`src/rtl/id_exe_if.sv`:
```
// id_exe_if: ID-side inputs and EXE-side registered outputs of the ID/EXE pipeline register
interface id_exe_if #(
    parameter int DATA_W  = 32,
    parameter int ADDR_W  = 5,
    parameter int ALUOP_W = 5,
    parameter int CNT_W   = 16
);
    logic               id_valid;
    logic [DATA_W-1:0]  id_pc, id_reg1_data, id_reg2_data, id_sw_data, id_imm;
    logic [ADDR_W-1:0]  id_reg1_addr, id_reg2_addr, id_sw_addr, id_write_addr;
    logic               id_reg1_read, id_reg2_read, id_sw_read;
    logic               id_reg_write, id_dm_read, id_dm_write, id_movsrc, id_alusrc;
    logic [ALUOP_W-1:0] id_alu_op;
    logic               exe_stall, flush;
    logic               exe_valid;
    logic [DATA_W-1:0]  exe_pc, exe_reg1_data, exe_reg2_data, exe_sw_data, exe_imm;
    logic [ADDR_W-1:0]  exe_write_addr;
    logic               exe_reg_write, exe_dm_read, exe_dm_write, exe_movsrc, exe_alusrc;
    logic [ALUOP_W-1:0] exe_alu_op;
    logic               stall_pc, stall_if_id;
    logic [CNT_W-1:0]   bubble_cnt;

    modport master (
        output id_valid, id_pc, id_reg1_data, id_reg2_data, id_sw_data, id_imm,
               id_reg1_addr, id_reg2_addr, id_sw_addr, id_write_addr,
               id_reg1_read, id_reg2_read, id_sw_read,
               id_reg_write, id_dm_read, id_dm_write, id_movsrc, id_alusrc, id_alu_op,
               exe_stall, flush,
        input  exe_valid, exe_pc, exe_reg1_data, exe_reg2_data, exe_sw_data, exe_imm,
               exe_write_addr, exe_reg_write, exe_dm_read, exe_dm_write, exe_movsrc,
               exe_alusrc, exe_alu_op, stall_pc, stall_if_id, bubble_cnt
    );

    modport slave (
        input  id_valid, id_pc, id_reg1_data, id_reg2_data, id_sw_data, id_imm,
               id_reg1_addr, id_reg2_addr, id_sw_addr, id_write_addr,
               id_reg1_read, id_reg2_read, id_sw_read,
               id_reg_write, id_dm_read, id_dm_write, id_movsrc, id_alusrc, id_alu_op,
               exe_stall, flush,
        output exe_valid, exe_pc, exe_reg1_data, exe_reg2_data, exe_sw_data, exe_imm,
               exe_write_addr, exe_reg_write, exe_dm_read, exe_dm_write, exe_movsrc,
               exe_alusrc, exe_alu_op, stall_pc, stall_if_id, bubble_cnt
    );
endinterface

```
`src/rtl/id_exe_stage.sv`:
```
// id_exe_stage: ID/EXE pipeline register with load-use bubble insertion, stall/flush and bubble counter
module id_exe_stage (
    input logic   clk,
    input logic   rst,
    id_exe_if.slave bus
);
    localparam int DATA_W  = $bits(bus.id_pc);
    localparam int ADDR_W  = $bits(bus.id_write_addr);
    localparam int ALUOP_W = $bits(bus.id_alu_op);
    localparam int CNT_W   = $bits(bus.bubble_cnt);

    typedef struct packed {
        logic [DATA_W-1:0]  pc;
        logic [DATA_W-1:0]  reg1_data;
        logic [DATA_W-1:0]  reg2_data;
        logic [DATA_W-1:0]  sw_data;
        logic [DATA_W-1:0]  imm;
        logic [ADDR_W-1:0]  write_addr;
        logic [ALUOP_W-1:0] alu_op;
        logic               movsrc;
        logic               alusrc;
    } payload_t;

    typedef struct packed {
        logic valid;
        logic reg_write;
        logic dm_read;
        logic dm_write;
    } ctrl_t;

    payload_t         payload_d, payload_q;
    ctrl_t            ctrl_d, ctrl_q;
    logic [CNT_W-1:0] bubble_cnt_d, bubble_cnt_q;
    logic             lu, stall;

    // Hazard detection against the load in EXE, then next-state selection: flush > exe_stall > bubble > capture
    always_comb begin
        lu = ctrl_q.valid & ctrl_q.dm_read & ctrl_q.reg_write & bus.id_valid &
             ((bus.id_reg1_read & (bus.id_reg1_addr == payload_q.write_addr)) |
              (bus.id_reg2_read & (bus.id_reg2_addr == payload_q.write_addr)) |
              (bus.id_sw_read   & (bus.id_sw_addr   == payload_q.write_addr)));
        stall = ~bus.flush & (bus.exe_stall | lu);
        payload_d = payload_q;
        ctrl_d = ctrl_q;
        bubble_cnt_d = bubble_cnt_q;
        if (bus.flush) begin
            ctrl_d = '0;
        end else if (!bus.exe_stall && lu) begin
            ctrl_d = '0;
            bubble_cnt_d = &bubble_cnt_q ? bubble_cnt_q : bubble_cnt_q + CNT_W'(1);
        end else if (!bus.exe_stall) begin
            payload_d = '{pc: bus.id_pc, reg1_data: bus.id_reg1_data, reg2_data: bus.id_reg2_data,
                          sw_data: bus.id_sw_data, imm: bus.id_imm, write_addr: bus.id_write_addr,
                          alu_op: bus.id_alu_op, movsrc: bus.id_movsrc & bus.id_valid,
                          alusrc: bus.id_alusrc & bus.id_valid};
            ctrl_d = '{valid: bus.id_valid, reg_write: bus.id_reg_write & bus.id_valid,
                       dm_read: bus.id_dm_read & bus.id_valid, dm_write: bus.id_dm_write & bus.id_valid};
        end
    end

    // Pipeline register and bubble counter
    always_ff @(posedge clk) begin
        if (rst) begin
            payload_q    <= '0;
            ctrl_q       <= '0;
            bubble_cnt_q <= '0;
        end else begin
            payload_q    <= payload_d;
            ctrl_q       <= ctrl_d;
            bubble_cnt_q <= bubble_cnt_d;
        end
    end

    assign bus.exe_valid      = ctrl_q.valid;
    assign bus.exe_reg_write  = ctrl_q.reg_write;
    assign bus.exe_dm_read    = ctrl_q.dm_read;
    assign bus.exe_dm_write   = ctrl_q.dm_write;
    assign bus.exe_pc         = payload_q.pc;
    assign bus.exe_reg1_data  = payload_q.reg1_data;
    assign bus.exe_reg2_data  = payload_q.reg2_data;
    assign bus.exe_sw_data    = payload_q.sw_data;
    assign bus.exe_imm        = payload_q.imm;
    assign bus.exe_write_addr = payload_q.write_addr;
    assign bus.exe_alu_op     = payload_q.alu_op;
    assign bus.exe_movsrc     = payload_q.movsrc;
    assign bus.exe_alusrc     = payload_q.alusrc;
    assign bus.stall_pc       = stall;
    assign bus.stall_if_id    = stall;
    assign bus.bubble_cnt     = bubble_cnt_q;
endmodule

```
`src/flat_wrapper.sv`:
```
// flat-port wrapper written by rule: the top's interface ports become plain ports
module id_exe_stage_flat 
  (clk, rst, bus_id_valid, bus_id_pc, bus_id_reg1_data, bus_id_reg2_data, bus_id_sw_data, bus_id_imm, bus_id_reg1_addr, bus_id_reg2_addr, bus_id_sw_addr, bus_id_write_addr, bus_id_reg1_read, bus_id_reg2_read, bus_id_sw_read, bus_id_reg_write, bus_id_dm_read, bus_id_dm_write, bus_id_movsrc, bus_id_alusrc, bus_id_alu_op, bus_exe_stall, bus_flush, bus_exe_valid, bus_exe_pc, bus_exe_reg1_data, bus_exe_reg2_data, bus_exe_sw_data, bus_exe_imm, bus_exe_write_addr, bus_exe_reg_write, bus_exe_dm_read, bus_exe_dm_write, bus_exe_movsrc, bus_exe_alusrc, bus_exe_alu_op, bus_stall_pc, bus_stall_if_id, bus_bubble_cnt);
  id_exe_if #(.CNT_W(4)) bus_i ();
  input logic clk;
  input logic rst;
  input wire logic [$bits(bus_i.id_valid)-1:0] bus_id_valid;
  input wire logic [$bits(bus_i.id_pc)-1:0] bus_id_pc;
  input wire logic [$bits(bus_i.id_reg1_data)-1:0] bus_id_reg1_data;
  input wire logic [$bits(bus_i.id_reg2_data)-1:0] bus_id_reg2_data;
  input wire logic [$bits(bus_i.id_sw_data)-1:0] bus_id_sw_data;
  input wire logic [$bits(bus_i.id_imm)-1:0] bus_id_imm;
  input wire logic [$bits(bus_i.id_reg1_addr)-1:0] bus_id_reg1_addr;
  input wire logic [$bits(bus_i.id_reg2_addr)-1:0] bus_id_reg2_addr;
  input wire logic [$bits(bus_i.id_sw_addr)-1:0] bus_id_sw_addr;
  input wire logic [$bits(bus_i.id_write_addr)-1:0] bus_id_write_addr;
  input wire logic [$bits(bus_i.id_reg1_read)-1:0] bus_id_reg1_read;
  input wire logic [$bits(bus_i.id_reg2_read)-1:0] bus_id_reg2_read;
  input wire logic [$bits(bus_i.id_sw_read)-1:0] bus_id_sw_read;
  input wire logic [$bits(bus_i.id_reg_write)-1:0] bus_id_reg_write;
  input wire logic [$bits(bus_i.id_dm_read)-1:0] bus_id_dm_read;
  input wire logic [$bits(bus_i.id_dm_write)-1:0] bus_id_dm_write;
  input wire logic [$bits(bus_i.id_movsrc)-1:0] bus_id_movsrc;
  input wire logic [$bits(bus_i.id_alusrc)-1:0] bus_id_alusrc;
  input wire logic [$bits(bus_i.id_alu_op)-1:0] bus_id_alu_op;
  input wire logic [$bits(bus_i.exe_stall)-1:0] bus_exe_stall;
  input wire logic [$bits(bus_i.flush)-1:0] bus_flush;
  output wire logic [$bits(bus_i.exe_valid)-1:0] bus_exe_valid;
  output wire logic [$bits(bus_i.exe_pc)-1:0] bus_exe_pc;
  output wire logic [$bits(bus_i.exe_reg1_data)-1:0] bus_exe_reg1_data;
  output wire logic [$bits(bus_i.exe_reg2_data)-1:0] bus_exe_reg2_data;
  output wire logic [$bits(bus_i.exe_sw_data)-1:0] bus_exe_sw_data;
  output wire logic [$bits(bus_i.exe_imm)-1:0] bus_exe_imm;
  output wire logic [$bits(bus_i.exe_write_addr)-1:0] bus_exe_write_addr;
  output wire logic [$bits(bus_i.exe_reg_write)-1:0] bus_exe_reg_write;
  output wire logic [$bits(bus_i.exe_dm_read)-1:0] bus_exe_dm_read;
  output wire logic [$bits(bus_i.exe_dm_write)-1:0] bus_exe_dm_write;
  output wire logic [$bits(bus_i.exe_movsrc)-1:0] bus_exe_movsrc;
  output wire logic [$bits(bus_i.exe_alusrc)-1:0] bus_exe_alusrc;
  output wire logic [$bits(bus_i.exe_alu_op)-1:0] bus_exe_alu_op;
  output wire logic [$bits(bus_i.stall_pc)-1:0] bus_stall_pc;
  output wire logic [$bits(bus_i.stall_if_id)-1:0] bus_stall_if_id;
  output wire logic [$bits(bus_i.bubble_cnt)-1:0] bus_bubble_cnt;
  assign bus_i.id_valid = bus_id_valid;
  assign bus_i.id_pc = bus_id_pc;
  assign bus_i.id_reg1_data = bus_id_reg1_data;
  assign bus_i.id_reg2_data = bus_id_reg2_data;
  assign bus_i.id_sw_data = bus_id_sw_data;
  assign bus_i.id_imm = bus_id_imm;
  assign bus_i.id_reg1_addr = bus_id_reg1_addr;
  assign bus_i.id_reg2_addr = bus_id_reg2_addr;
  assign bus_i.id_sw_addr = bus_id_sw_addr;
  assign bus_i.id_write_addr = bus_id_write_addr;
  assign bus_i.id_reg1_read = bus_id_reg1_read;
  assign bus_i.id_reg2_read = bus_id_reg2_read;
  assign bus_i.id_sw_read = bus_id_sw_read;
  assign bus_i.id_reg_write = bus_id_reg_write;
  assign bus_i.id_dm_read = bus_id_dm_read;
  assign bus_i.id_dm_write = bus_id_dm_write;
  assign bus_i.id_movsrc = bus_id_movsrc;
  assign bus_i.id_alusrc = bus_id_alusrc;
  assign bus_i.id_alu_op = bus_id_alu_op;
  assign bus_i.exe_stall = bus_exe_stall;
  assign bus_i.flush = bus_flush;
  assign bus_exe_valid = bus_i.exe_valid;
  assign bus_exe_pc = bus_i.exe_pc;
  assign bus_exe_reg1_data = bus_i.exe_reg1_data;
  assign bus_exe_reg2_data = bus_i.exe_reg2_data;
  assign bus_exe_sw_data = bus_i.exe_sw_data;
  assign bus_exe_imm = bus_i.exe_imm;
  assign bus_exe_write_addr = bus_i.exe_write_addr;
  assign bus_exe_reg_write = bus_i.exe_reg_write;
  assign bus_exe_dm_read = bus_i.exe_dm_read;
  assign bus_exe_dm_write = bus_i.exe_dm_write;
  assign bus_exe_movsrc = bus_i.exe_movsrc;
  assign bus_exe_alusrc = bus_i.exe_alusrc;
  assign bus_exe_alu_op = bus_i.exe_alu_op;
  assign bus_stall_pc = bus_i.stall_pc;
  assign bus_stall_if_id = bus_i.stall_if_id;
  assign bus_bubble_cnt = bus_i.bubble_cnt;
  id_exe_stage u_core (.clk(clk), .rst(rst), .bus(bus_i));
endmodule
```
`config.mk`:
```
export PLATFORM = sky130hd
export DESIGN_NAME = id_exe_stage_flat
export DESIGN_NICKNAME = d
export VERILOG_FILES = /design/src/rtl/id_exe_if.sv /design/src/rtl/id_exe_stage.sv /design/src/flat_wrapper.sv
export SDC_FILE = /design/constraint.sdc
export NUM_CORES = 1
export LEC_CHECK = 0
export CAP_MARGIN = 10
export CORE_ASPECT_RATIO = 1.25
export CORE_UTILIZATION = 33
export DETAILED_ROUTE_END_ITERATION = 6
export PLACE_DENSITY = 0.7
export SETUP_SLACK_MARGIN = 0.02
export SYNTH_ARGS = -nofsm -noshare
export SYNTH_HDL_FRONTEND = slang
export SYNTH_SLANG_ARGS = --single-unit
export TNS_END_PERCENT = 50
```
`constraint.sdc`:
```
create_clock -name clk -period 2.6 [get_ports clk]
set_clock_uncertainty 0.2 [all_clocks]
set_input_delay 0.26 -clock clk [delete_from_list [all_inputs] [get_ports clk]]
set_output_delay 0.26 -clock clk [all_outputs]
set_load 0.02 [all_outputs]
```
==> impl_metrics.py <==
metrics = {
    "status": {
        "status": "complete, no violations",
    },
    "critical_path": {
        "critPathLaunchType": "flip-flop",
        "critical_path_arrival_ns": 1.96,
        "required_ns": 2.14,
        "timing_worst_setup_path_type": "flip-flop to output port",
        "crit_fanout": 5,
        "r2r.worst_path.cells": 7,
        "crit_path_end_kind": "output port",
    },
    "drt": {
        "drt_first_pass_iters": 6,
        "routed-wl-met3_microns": 2390,
        "routed_wl_microns": 26180,
        "wl_met2_microns": 12700,
        "via_count": 7814,
        "routed.top_layer": "met4",
        "drc": 0,
        "detailedRoute.firstIterationViolations": 511,
        "wirelength_met1_microns": 10550,
        "avgViaCountPerCell": 5.255,
        "antenna_violating_nets_post_route": 0,
        "route.detailed.wl_per_inst_microns": 17.60,
    },
    "placement": {
        "pre_cts_ws_ns": -0.2801,
        "place.port_buffers": 379,
        "dpl_cell_area_sq_um": 11280,
        "detailed_placer_s_ending_hpwl_microns": 17650,
        "final_estimated_routing_congestion_in_global_placement": 0.7873,
    },
    "synthesis": {
        "synth_top_flop_cell": "sky130_fd_sc_hd__dfxtp_1",
        "synth_cell_types": 37,
        "synthXorXnorAreaFrac_pct": 1.825,
        "yosys_warnings": 0,
        "synth.area.mux_share_pct": 0.2781,
        "postSynthNetCount": 1059,
        "synthSimpleGateAreaFrac_pct": 14.83,
        "async_sr_flop_fraction_pct": 0,
        "synth-edff-count": 0,
        "yosys.area_share.adder_pct": 0.1738,
        "post_synthesis_sequential_area_ratio_pct": 50.06,
        "netlist_instances": 860,
        "yosys_register_bits": 180,
        "mappedNetlistArea_sq_um": 7198,
        "synth_top_family_by_area": "compound AO/OA/AOI/OAI gates",
        "synth.avg_cell_area_sq_um": 8.370,
        "synth_compound_gate_area_share_pct": 25.57,
    },
    "pwr": {
        "leakage_power_total_uw": 0.004044,
        "pwr_density_cell_nw_per_um2": 551.3,
        "vdd_ir_drop_max_mv": 0.4553,
    },
    "cells_and_area": {
        "final_area_sq_um": 11900,
        "proportion_of_layout_cells_with_a_drive_suffix_above_1_pct": 6.788,
        "area.growth.synth_to_final_pct": 65.32,
        "fillers": 1985,
        "final_net_count": 1394,
        "insertedDiodeCount": 0,
    },
    "clocking": {
        "cts_made_buffers": 17,
        "clkTransAtPathRegs_ns": 0.08,
        "cts_tree": "done",
        "clk_latency_ns": 0.42,
        "post-cts-setup-buffers": 0,
        "cts_htree_levels": 4,
        "cts-root-buf": "sky130_fd_sc_hd__clkbuf_16",
        "clk_path_buf_depth": 2,
        "clock_tree_sinks": 180,
    },
    "grt": {
        "grt_antenna_before_repair": 0,
        "first_global_vias": 7546,
        "grt_start_max_net_pins": 95,
        "global_route.overflow_total": 0,
        "wire_length_of_the_first_global_routing_pass_microns": 40760,
        "globalRouteTotalUtil_pct": 22.74,
    },
    "die": {
        "fp.coreArea_sq_um": 21470,
        "floorplan.die_area_sq_um": 22410,
        "initial_core_util_pct": 33.53,
        "die_height_microns": 167.1,
        "die-width_microns": 134.1,
        "placement_rows": 60,
        "ios": 380,
    },
    "sta": {
        "final.setup.tns_ns": 0,
        "final_worst_path_cycle_share_pct": 93.01,
        "relSlewSlack_pct": 38.20,
        "timing_hold_violations_final": 0,
        "timing.final.max_slew_violations": 0,
        "unrepaired_setup_endpoints_after_global_routing": "false",
        "report.final.setup_viol": 0,
        "post-route-worst-setup-slack_ns": 0.1817,
        "final_period_minus_worst_setup_slack_ns": 2.418,
        "transition_time_of_the_tightest_slew_check_pin_ns": 0.9270,
        "clock.fmax_mhz": 413.5,
    },
    "run": {
        "timing.max_cap.violations": 0,
    },
    "hold_path": {
        "hold_class": "input port to flip-flop",
        "holdPathStages": 3,
    },
}
[registers in the layout (all words and copies together) (netlist names), 4 cells and up]
signal / cells
u_core.bus.exe_reg2_data: 32
u_core.bus.exe_write_addr: 5
u_core.bus.exe_alu_op: 5
u_core.bus.exe_pc: 32
u_core.bus.bubble_cnt: 4
u_core.bus.exe_imm: 32
u_core.bus.exe_sw_data: 32
u_core.bus.exe_reg1_data: 32
[final cells by class]
type / instances / area, sq um / share of cell area, %
Multi-Input combinational cell: 582 / 3138 / 26.37
Tap cell: 279 / 349.1 / 2.933
Sequential cell: 180 / 3620 / 30.42
Clock inverter: 12 / 116.4 / 0.9778
Inverter: 2 / 7.507 / 0.06308
Clock buffer: 20 / 446.7 / 3.754
Timing Repair Buffer: 412 / 4223 / 35.49
[routing by layer]
metal / track usage [%] / up-vias
met5: 0 / -
met1: 26.98 / 3698
met4: 7.181 / 0
met3: 7.478 / 29
met2: 38.54 / 328
li1: - / 3759
[worst max-delay path, stage by stage (launching register included)]
cell,delay [ns]
sky130_fd_sc_hd__dfxtp_4,0.38
sky130_fd_sc_hd__xnor2_1,0.17
sky130_fd_sc_hd__nand4_1,0.19
sky130_fd_sc_hd__o22a_4,0.29
sky130_fd_sc_hd__a21oi_2,0.13
sky130_fd_sc_hd__buf_4,0.14
sky130_fd_sc_hd__clkdlybuf4s15_2,0.25
[Yosys cell counts, types with 3 or more instances]
cell type	count	area share (%)
sky130_fd_sc_hd__dfxtp_1	180	50
sky130_fd_sc_hd__nand3_1	175	12
sky130_fd_sc_hd__a21oi_1	172	12
sky130_fd_sc_hd__o21ai_0	172	12
sky130_fd_sc_hd__clkbuf_1	37	1.9
sky130_fd_sc_hd__buf_2	36	2.5
sky130_fd_sc_hd__xnor2_1	15	1.8
sky130_fd_sc_hd__buf_6	12	1.9
sky130_fd_sc_hd__clkbuf_2	7	0.49
sky130_fd_sc_hd__nand2_1	6	0.31
sky130_fd_sc_hd__nor2_1	5	0.26
sky130_fd_sc_hd__nand4_1	4	0.35
sky130_fd_sc_hd__a32o_1	3	0.42
sky130_fd_sc_hd__buf_4	3	0.31
sky130_fd_sc_hd__nand4b_1	3	0.37
sky130_fd_sc_hd__nor2b_1	3	0.26
[cell usage in the layout, fill, tap and decap left out, types with 2 or more instances in the layout]
cell type                         instances
sky130_fd_sc_hd__inv_6                    4
sky130_fd_sc_hd__clkdlybuf4s15_2          2
sky130_fd_sc_hd__xnor2_2                  3
sky130_fd_sc_hd__clkinvlp_4               3
sky130_fd_sc_hd__dfxtp_2                  4
sky130_fd_sc_hd__a311o_1                  2
sky130_fd_sc_hd__clkbuf_16               17
sky130_fd_sc_hd__clkbuf_1                 2
sky130_fd_sc_hd__buf_4                   18
sky130_fd_sc_hd__a32o_1                   3
sky130_fd_sc_hd__nand2_1                  6
sky130_fd_sc_hd__nor2b_1                  3
sky130_fd_sc_hd__nor2_1                   4
sky130_fd_sc_hd__nand3_1                175
sky130_fd_sc_hd__dfxtp_4                  3
sky130_fd_sc_hd__nand4b_1                 3
sky130_fd_sc_hd__a21oi_1                171
sky130_fd_sc_hd__nand4_1                  4
sky130_fd_sc_hd__or4_1                    2
sky130_fd_sc_hd__nand2b_1                 2
sky130_fd_sc_hd__buf_12                  14
sky130_fd_sc_hd__clkdlybuf4s50_1        376
sky130_fd_sc_hd__xnor2_1                 12
sky130_fd_sc_hd__dfxtp_1                173
sky130_fd_sc_hd__inv_1                    2
sky130_fd_sc_hd__mux2i_1                  2
sky130_fd_sc_hd__o21ai_0                172
sky130_fd_sc_hd__inv_8                    3
[repair_timing]
item | CTS | global route
endpoints found under the hold margin | 11 | 0
hold buffers | 1 | 0
endpoints found under the setup margin | 2 | 2
resized for setup | 14 | 9
pin swaps | 1 | 5
[where the power goes]
group          switching, uW  internal (uW)
registers               65.3           2880
clock network           1200           1290
logic                    505            618
total                   1770           4790
[metrics by stage]
step           hold WS, ns  utilization [%]  instances  total power (uW)
4_1_cts             0.1671            55.29       1487              6629
6_report            0.1855            55.43       1487              6560
2_1_floorplan       0.2022                -        860              3459
3_5_place_dp        0.2544            52.52       1454              4126
5_1_grt             0.1785            55.43       1487              6815
3_3_place_gp        0.2474            52.52       1454              4113
[final timing paths]
kind / startpoint / end / slack [ns]
worst max-delay path: u_core.bus.exe_write_addr[1] / bus_stall_if_id / 0.18
worst min-delay path: bus_id_pc[20] / u_core.bus.exe_pc[20] / 0.19
worst max register to register: u_core.bus.exe_write_addr[4] / u_core.bus.exe_write_addr[1] / 0.21
worst min register to register: u_core.bus.exe_dm_write / u_core.bus.exe_dm_write / 0.27
[logic make-up (layout without fill, tap and decap cells)]
group / after synthesis / after routing
compound gates: 357 / 357
xor+xnor: 15 / 15
fa+ha+maj: 1 / 1
buf+inv: 98 / 446
flops: 180 / 180
mux: 2 / 2
simple gates: 207 / 207
Power figures use the tool's default switching activity.
